**src/rtl/axi_bridge_mc.sv**
```systemverilog
// axi_bridge_mc: multi-channel cache-to-AXI3 bridge with one outstanding read, a write FIFO,
// and read stalls while a buffered write to the same line is pending.
module axi_bridge_mc #(
  parameter int N_CH       = 2,
  parameter int LINE_WORDS = 4,
  parameter int WB_DEPTH   = 2
) (
  input  logic                    clk,
  input  logic                    reset,
  input  logic [N_CH-1:0]         rd_req,
  input  logic [3*N_CH-1:0]       rd_type,
  input  logic [32*N_CH-1:0]      rd_addr,
  output logic [N_CH-1:0]         rd_rdy,
  output logic [N_CH-1:0]         ret_valid,
  output logic                    ret_last,
  output logic [31:0]             ret_data,
  input  logic                    wr_req,
  input  logic [2:0]              wr_type,
  input  logic [31:0]             wr_addr,
  input  logic [3:0]              wr_wstrb,
  input  logic [32*LINE_WORDS-1:0] wr_data,
  output logic                    wr_rdy,
  output logic                    write_buffer_empty,
  output logic [3:0]              arid,
  output logic [31:0]             araddr,
  output logic [7:0]              arlen,
  output logic [2:0]              arsize,
  output logic [1:0]              arburst,
  output logic [1:0]              arlock,
  output logic [3:0]              arcache,
  output logic [2:0]              arprot,
  output logic                    arvalid,
  input  logic                    arready,
  input  logic [3:0]              rid,
  input  logic [31:0]             rdata,
  input  logic [1:0]              rresp,
  input  logic                    rlast,
  input  logic                    rvalid,
  output logic                    rready,
  output logic [3:0]              awid,
  output logic [31:0]             awaddr,
  output logic [7:0]              awlen,
  output logic [2:0]              awsize,
  output logic [1:0]              awburst,
  output logic [1:0]              awlock,
  output logic [3:0]              awcache,
  output logic [2:0]              awprot,
  output logic                    awvalid,
  input  logic                    awready,
  output logic [3:0]              wid,
  output logic [31:0]             wdata,
  output logic [3:0]              wstrb,
  output logic                    wlast,
  output logic                    wvalid,
  input  logic                    wready,
  input  logic [3:0]              bid,
  input  logic [1:0]              bresp,
  input  logic                    bvalid,
  output logic                    bready
);
  localparam int OFF = $clog2(4 * LINE_WORDS);
  localparam int BW  = $clog2(LINE_WORDS);
  localparam int PW  = WB_DEPTH > 1 ? $clog2(WB_DEPTH) : 1;
  localparam int CW  = N_CH > 1 ? $clog2(N_CH) : 1;
  typedef enum logic [1:0] {R_IDLE, R_AR, R_DATA} r_state_e;
  typedef enum logic [1:0] {W_IDLE, W_AW, W_DATA, W_B} w_state_e;
  r_state_e r_q, r_d;
  w_state_e w_q, w_d;
  logic [CW-1:0] lg_q, ch_q, gnt;
  logic [31:0] raddr_q, gaddr;
  logic [2:0] rtype_q;
  logic gnt_vld, hazard, rline, wline, fin, push, pop, unused_ok;
  logic [31:0] wb_addr_q [WB_DEPTH];
  logic [2:0] wb_type_q [WB_DEPTH];
  logic [3:0] wb_strb_q [WB_DEPTH];
  logic [32*LINE_WORDS-1:0] wb_data_q [WB_DEPTH];
  logic [WB_DEPTH-1:0] vld_q;
  logic [PW-1:0] wp_q, rp_q;
  logic [PW:0] cnt_q;
  logic [BW-1:0] beat_q;
  assign unused_ok = ^{rid, rresp, bid, bresp};
  // descending scan so the nearest requester after last grant wins
  always_comb begin
    gnt = lg_q;
    gnt_vld = 1'b0;
    for (int i = N_CH; i >= 1; i--)
      if (rd_req[(int'(lg_q) + i) % N_CH]) begin
        gnt = CW'((int'(lg_q) + i) % N_CH);
        gnt_vld = 1'b1;
      end
  end
  assign gaddr = rd_addr[32*int'(gnt) +: 32];
  // hazard uses registered entries only, so a same-cycle push never blocks the read
  always_comb begin
    hazard = 1'b0;
    for (int e = 0; e < WB_DEPTH; e++)
      if (vld_q[e] && wb_addr_q[e][31:OFF] == gaddr[31:OFF]) hazard = 1'b1;
  end
  assign rd_rdy = (!reset && r_q == R_IDLE && gnt_vld && !hazard) ? N_CH'(1) << gnt : '0;
  assign r_d = r_q == R_IDLE ? (|rd_rdy ? R_AR : R_IDLE) :
               r_q == R_AR   ? (arready ? R_DATA : R_AR) :
               r_q == R_DATA ? ((rvalid && rlast) ? R_IDLE : R_DATA) : R_IDLE;
  always_ff @(posedge clk) begin
    if (reset) begin
      r_q <= R_IDLE;
      lg_q <= CW'(N_CH - 1);
    end else begin
      r_q <= r_d;
      if (|rd_rdy) begin
        lg_q <= gnt;
        ch_q <= gnt;
        raddr_q <= gaddr;
        rtype_q <= rd_type[3*int'(gnt) +: 3];
      end
    end
  end
  assign rline = rtype_q == 3'b100;
  assign arid = 4'(ch_q);
  assign araddr = rline ? {raddr_q[31:OFF], {OFF{1'b0}}} : raddr_q;
  assign arlen = rline ? 8'(LINE_WORDS - 1) : 8'd0;
  assign arsize = rline ? 3'd2 : {1'b0, rtype_q[1:0]};
  assign arburst = 2'b01;
  assign arlock = '0;
  assign arcache = '0;
  assign arprot = '0;
  assign arvalid = !reset && r_q == R_AR;
  assign rready = !reset && r_q == R_DATA;
  assign ret_valid = (rready && rvalid) ? N_CH'(1) << ch_q : '0;
  assign ret_last = rready && rlast;
  assign ret_data = rdata;
  assign wr_rdy = !reset && cnt_q < (PW+1)'(WB_DEPTH);
  assign write_buffer_empty = reset || cnt_q == '0;
  assign push = wr_req && wr_rdy;
  assign pop = w_q == W_B && bvalid;
  assign wline = wb_type_q[rp_q] == 3'b100;
  assign fin = wline ? beat_q == BW'(LINE_WORDS - 1) : 1'b1;
  assign w_d = w_q == W_IDLE ? (cnt_q != '0 ? W_AW : W_IDLE) :
               w_q == W_AW   ? (awready ? W_DATA : W_AW) :
               w_q == W_DATA ? ((wready && fin) ? W_B : W_DATA) :
               bvalid ? W_IDLE : W_B;
  always_ff @(posedge clk) begin
    if (reset) begin
      w_q <= W_IDLE;
      wp_q <= '0;
      rp_q <= '0;
      cnt_q <= '0;
      vld_q <= '0;
      beat_q <= '0;
    end else begin
      w_q <= w_d;
      if (push) begin
        wb_addr_q[wp_q] <= wr_addr;
        wb_type_q[wp_q] <= wr_type;
        wb_strb_q[wp_q] <= wr_wstrb;
        wb_data_q[wp_q] <= wr_data;
        vld_q[wp_q] <= 1'b1;
        wp_q <= wp_q == PW'(WB_DEPTH - 1) ? '0 : wp_q + 1'b1;
      end
      if (pop) begin
        vld_q[rp_q] <= 1'b0;
        rp_q <= rp_q == PW'(WB_DEPTH - 1) ? '0 : rp_q + 1'b1;
      end
      cnt_q <= cnt_q + (PW+1)'(push) - (PW+1)'(pop);
      if (w_q == W_DATA && wready) beat_q <= fin ? '0 : beat_q + 1'b1;
    end
  end
  assign awid = 4'd1;
  assign awaddr = wline ? {wb_addr_q[rp_q][31:OFF], {OFF{1'b0}}} : wb_addr_q[rp_q];
  assign awlen = wline ? 8'(LINE_WORDS - 1) : 8'd0;
  assign awsize = wline ? 3'd2 : {1'b0, wb_type_q[rp_q][1:0]};
  assign awburst = 2'b01;
  assign awlock = '0;
  assign awcache = '0;
  assign awprot = '0;
  assign awvalid = !reset && w_q == W_AW;
  assign wid = 4'd1;
  assign wdata = wb_data_q[rp_q][32*int'(beat_q) +: 32];
  assign wstrb = wline ? 4'hF : wb_strb_q[rp_q];
  assign wlast = fin;
  assign wvalid = !reset && w_q == W_DATA;
  assign bready = !reset && w_q == W_B;
endmodule
```
**config.mk**
```make
export PLATFORM = sky130hd
export DESIGN_NAME = axi_bridge_mc
export DESIGN_NICKNAME = d
export VERILOG_FILES = /design/src/rtl/axi_bridge_mc.sv
export SDC_FILE = /design/constraint.sdc
export NUM_CORES = 1
export LEC_CHECK = 0
export ABC_CLOCK_PERIOD_IN_PS = 9200
export BUFFER_PORTS_ARGS = -buffer_cell sky130_fd_sc_hd__buf_2
export CORE_AREA = 2 2 240 242
export CTS_BUF_LIST = sky130_fd_sc_hd__clkbuf_2 sky130_fd_sc_hd__clkbuf_4 sky130_fd_sc_hd__clkbuf_8
export DETAILED_ROUTE_END_ITERATION = 10
export DIE_AREA = 0 0 242 244
export PLACE_DENSITY_LB_ADDON = 0.25
export SLEW_MARGIN = 20
export SYNTH_ARGS = -nofsm -noshare
export SYNTH_HDL_FRONTEND = slang
export SYNTH_SLANG_ARGS = --single-unit
```
**constraint.sdc**
```tcl
create_clock -name clk -period 9.2 [get_ports clk]
set_input_delay 0.46 -clock clk [delete_from_list [all_inputs] [get_ports clk]]
set_output_delay 0.46 -clock clk [all_outputs]
set_load 0.02 [all_outputs]
```
==> out/metrics.yaml <==
outcome:
  outcome: "finished clean"
synthesis:
  ys.flop_type: "edfxtp_1"
  synth_top_area_share_pct: 66.4
  synth_area_leaders: "edfxtp_1 (66%), mux4_2 (8.6%), buf_4 (5.0%)"
  synth_warnings: 0
  synth_top_area_cell: "edfxtp_1"
  syn_area_um2: 16700
  synth_cells: 1039
  synth_edf_count: 370
  yosysSeqAreaShare_pct: 68.1
  ys_types: 63
  synth_async_sr_flop_share_pct: 0
  ys_ff_latch: 384
  avgSynthCellArea_um2: 16.1
timing:
  relSlewSlack_pct: 33.3
  rsz0062_at_grt: "no"
  finalCritPeriodShare_pct: 55.5
  hold_violations: 0
  fmax_ghz: 0.196
  drv_slew: 0
  setup_violations: 0
  tightest_slew_ns: 0.997
  setup_ws_ns: 4.09
  fin_crit_ns: 5.11
  finalSetupTns_ns: 0
  fin_worst_skew_ns: 0.0347
clock_tree:
  cts_setup_buffers: 0
  cts_tree: "yes"
  post_cts_resized: 0
  clk_latency_ns: 0.64
  clock_path_buffers: 3
  cts_root_buffer: "clkbuf_8"
  clkSlewWorstSetupHoldPaths_ns: 0.06
  cts_buffers: 70
  h-tree-depth: 3
  clock_sinks: 384
hold_path:
  min_path_type: "in -> reg"
  holdPathStages: 2
  hold_start: "arready"
  holdPathEnd: "r_q[1]"
die:
  start_util_pct: 29.8
  dieArea_um2: 59000
  rows: 87
  core_um2: 56200
  ioPinCount: 493
  die_w_um: 242
  die_h_um: 244
global_routing:
  grt_antenna_before_repair: 9
  grt_pass1_vias: 11600
  grt_max_degree: 86
  grt_pass1_wl_um: 73800
  grt.overflow.total: 0
  grt_usage_pct: 16.9
route:
  drc: 0
  drtIter0Drc: 576
  wl_per_cell_um: 21.5
  drtAntennaViolNets: 0
  num_vias: 10700
  viasPerCell: 4.52
  first_pass_iters: 6
  wirelength_um: 50600
finish:
  final_common_cell: "edfxtp_1"
  drive_gt1_share_pct: 38.9
  fin_nets: 1846
  area_growth_pct: 30.8
  fillers: 5398
  mostFrequentLayoutCells: "edfxtp_1 (370), buf_2 (369), dlygate4sd3_1 (166), clkbuf_8 (74)"
place:
  dp_hpwl_um: 36000
  place_ws_ns: 4.45
  gp_congestion: 0.892
  portBuffers: 369
critical_path:
  critPathKind: "reg -> out"
  critical_path_arrival_ns: 4.65
  r2r.worst_path.cells: 11
  r2r_setup_slack_ns: 4.85
  reg2reg_from: "lg_q"
  crit_required_ns: 8.74
  cp_max_fo: 33
  cp-end-kind: "primary output"
  startpoint_type: "flip-flop"
  r2r-end: "raddr_q[10]"
power_and_ir_drop:
  pwr_density_cell_nw_per_um2: 189
  peakVddDrop_v: 0.000117
  p_leak_nw: 8.19
flow_run:
  drv_cap: 0
-- cell type report --
type	instances	area, um2	share of cell area, %
diodes	3	7.51	0.0343
inverters	55	206	0.943
clock inverters	28	204	0.932
repair buffers	547	3630	16.6
clock buffers	95	1180	5.37
multi-input cells	493	4320	19.7
flip-flops and latches	384	11400	52.1
well taps	756	946	4.32
-- kinds of logic (layout without fill, tap and decap cells) --
kind of cell    Yosys count  after routing  synth area share, %
compound gates          117            117                 4.94
xor+xnor                 37             37                 1.94
fa+ha+maj                 3              3                0.224
buf+inv                 207            725                 7.22
flops                   384            384                 68.1
mux                     131            131                 13.0
other cells               2             50               0.0449
simple gates            158            158                 4.53
-- layer usage --
metal  part of all wire (%)  up-vias  GRT usage, %
met2                     49      443          28.8
met4                    3.2       12          6.64
li1                       -     4880             -
met3                    7.9      105          5.76
met5                   0.16        -             0
met1                     40     5242          19.6
-- state kept, by name, summed over array words and instances, names as in the netlist, named ones only --
| register | flops |
|---|---|
| w_q | 2 |
| rtype_q | 3 |
| wb_type_q | 6 |
| lg_q | 1 |
| wp_q | 1 |
| vld_q | 2 |
| r_q | 2 |
| cnt_q | 2 |
| beat_q | 2 |
| wb_addr_q | 64 |
| rp_q | 1 |
| raddr_q | 32 |
| wb_data_q | 256 |
| wb_strb_q | 8 |
| ch_q | 1 |
-- worst max-delay path by stage --
stage / from / endpoint / depth (start not counted) / slack (ns)
after floorplan: reset / wb_addr_q[0][0] / 4 / 0.34
after CTS: lg_q / rd_rdy[0] / 11 / 3.96
after detailed placement: rd_req[0] / rd_rdy[0] / 13 / 4.45
after global routing: lg_q / rd_rdy[0] / 11 / 3.72
final: lg_q / rd_rdy[1] / 11 / 4.09
after global placement: rd_req[0] / rd_rdy[0] / 13 / 4.41
-- synthesized netlist by cell type, drive strengths merged (4+ instances only) --
library cell,count
a2111oi,5
a21o,7
a21oi,13
a221oi,4
a222oi,7
and3,7
buf,126
clkbuf,26
dfxtp,14
edfxtp,370
inv,55
mux2,55
mux2i,12
mux4,64
nand2,65
nand2b,5
nand3,18
nor2,24
nor2b,6
nor3,6
nor3b,4
nor4,8
o211ai,5
o21ai,35
o22ai,12
xnor2,11
xor2,26
-- stage by stage --
stage                     instances  instance area (um2)  hold slack [ns]  total power, mW  util [%]
final                          2361                21900           0.0894             4.13      39.0
after global routing           2361                21900           0.0292             4.32      39.0
after CTS                      2357                21900          0.00200             4.21      38.9
after detailed placement       2068                18800            0.485             2.50      33.5
after global placement         2068                18800            0.482             2.50      33.5
after floorplan                1084                16900            0.458             2.37         -
-- power breakdown --
group / total (mW) / switching [mW] / internal, mW
Clock: 1.61 / 0.716 / 0.890
Sequential: 2.05 / 0.0310 / 2.02
Combinational: 0.479 / 0.284 / 0.194
Total: 4.13 / 1.03 / 3.10
-- critical path, stage by stage, from the launching register on --
cell and delay [ns]:
dfxtp_1 0.38, or2_4 0.26, nand2_2 0.42, inv_2 0.25, buf_4 0.45, mux2i_1 0.41
o2111ai_1 0.16, or4_1 0.52, or4b_1 0.58, and4b_1 0.24, and2_1 0.17, buf_2 0.16
-- timing repair --
item | CTS | global route
hold endpoints to repair | 332 | 0
endpoints found under the setup margin | 0 | 0
hold buffers | 166 | 0
(Power assumes the default switching activity.)
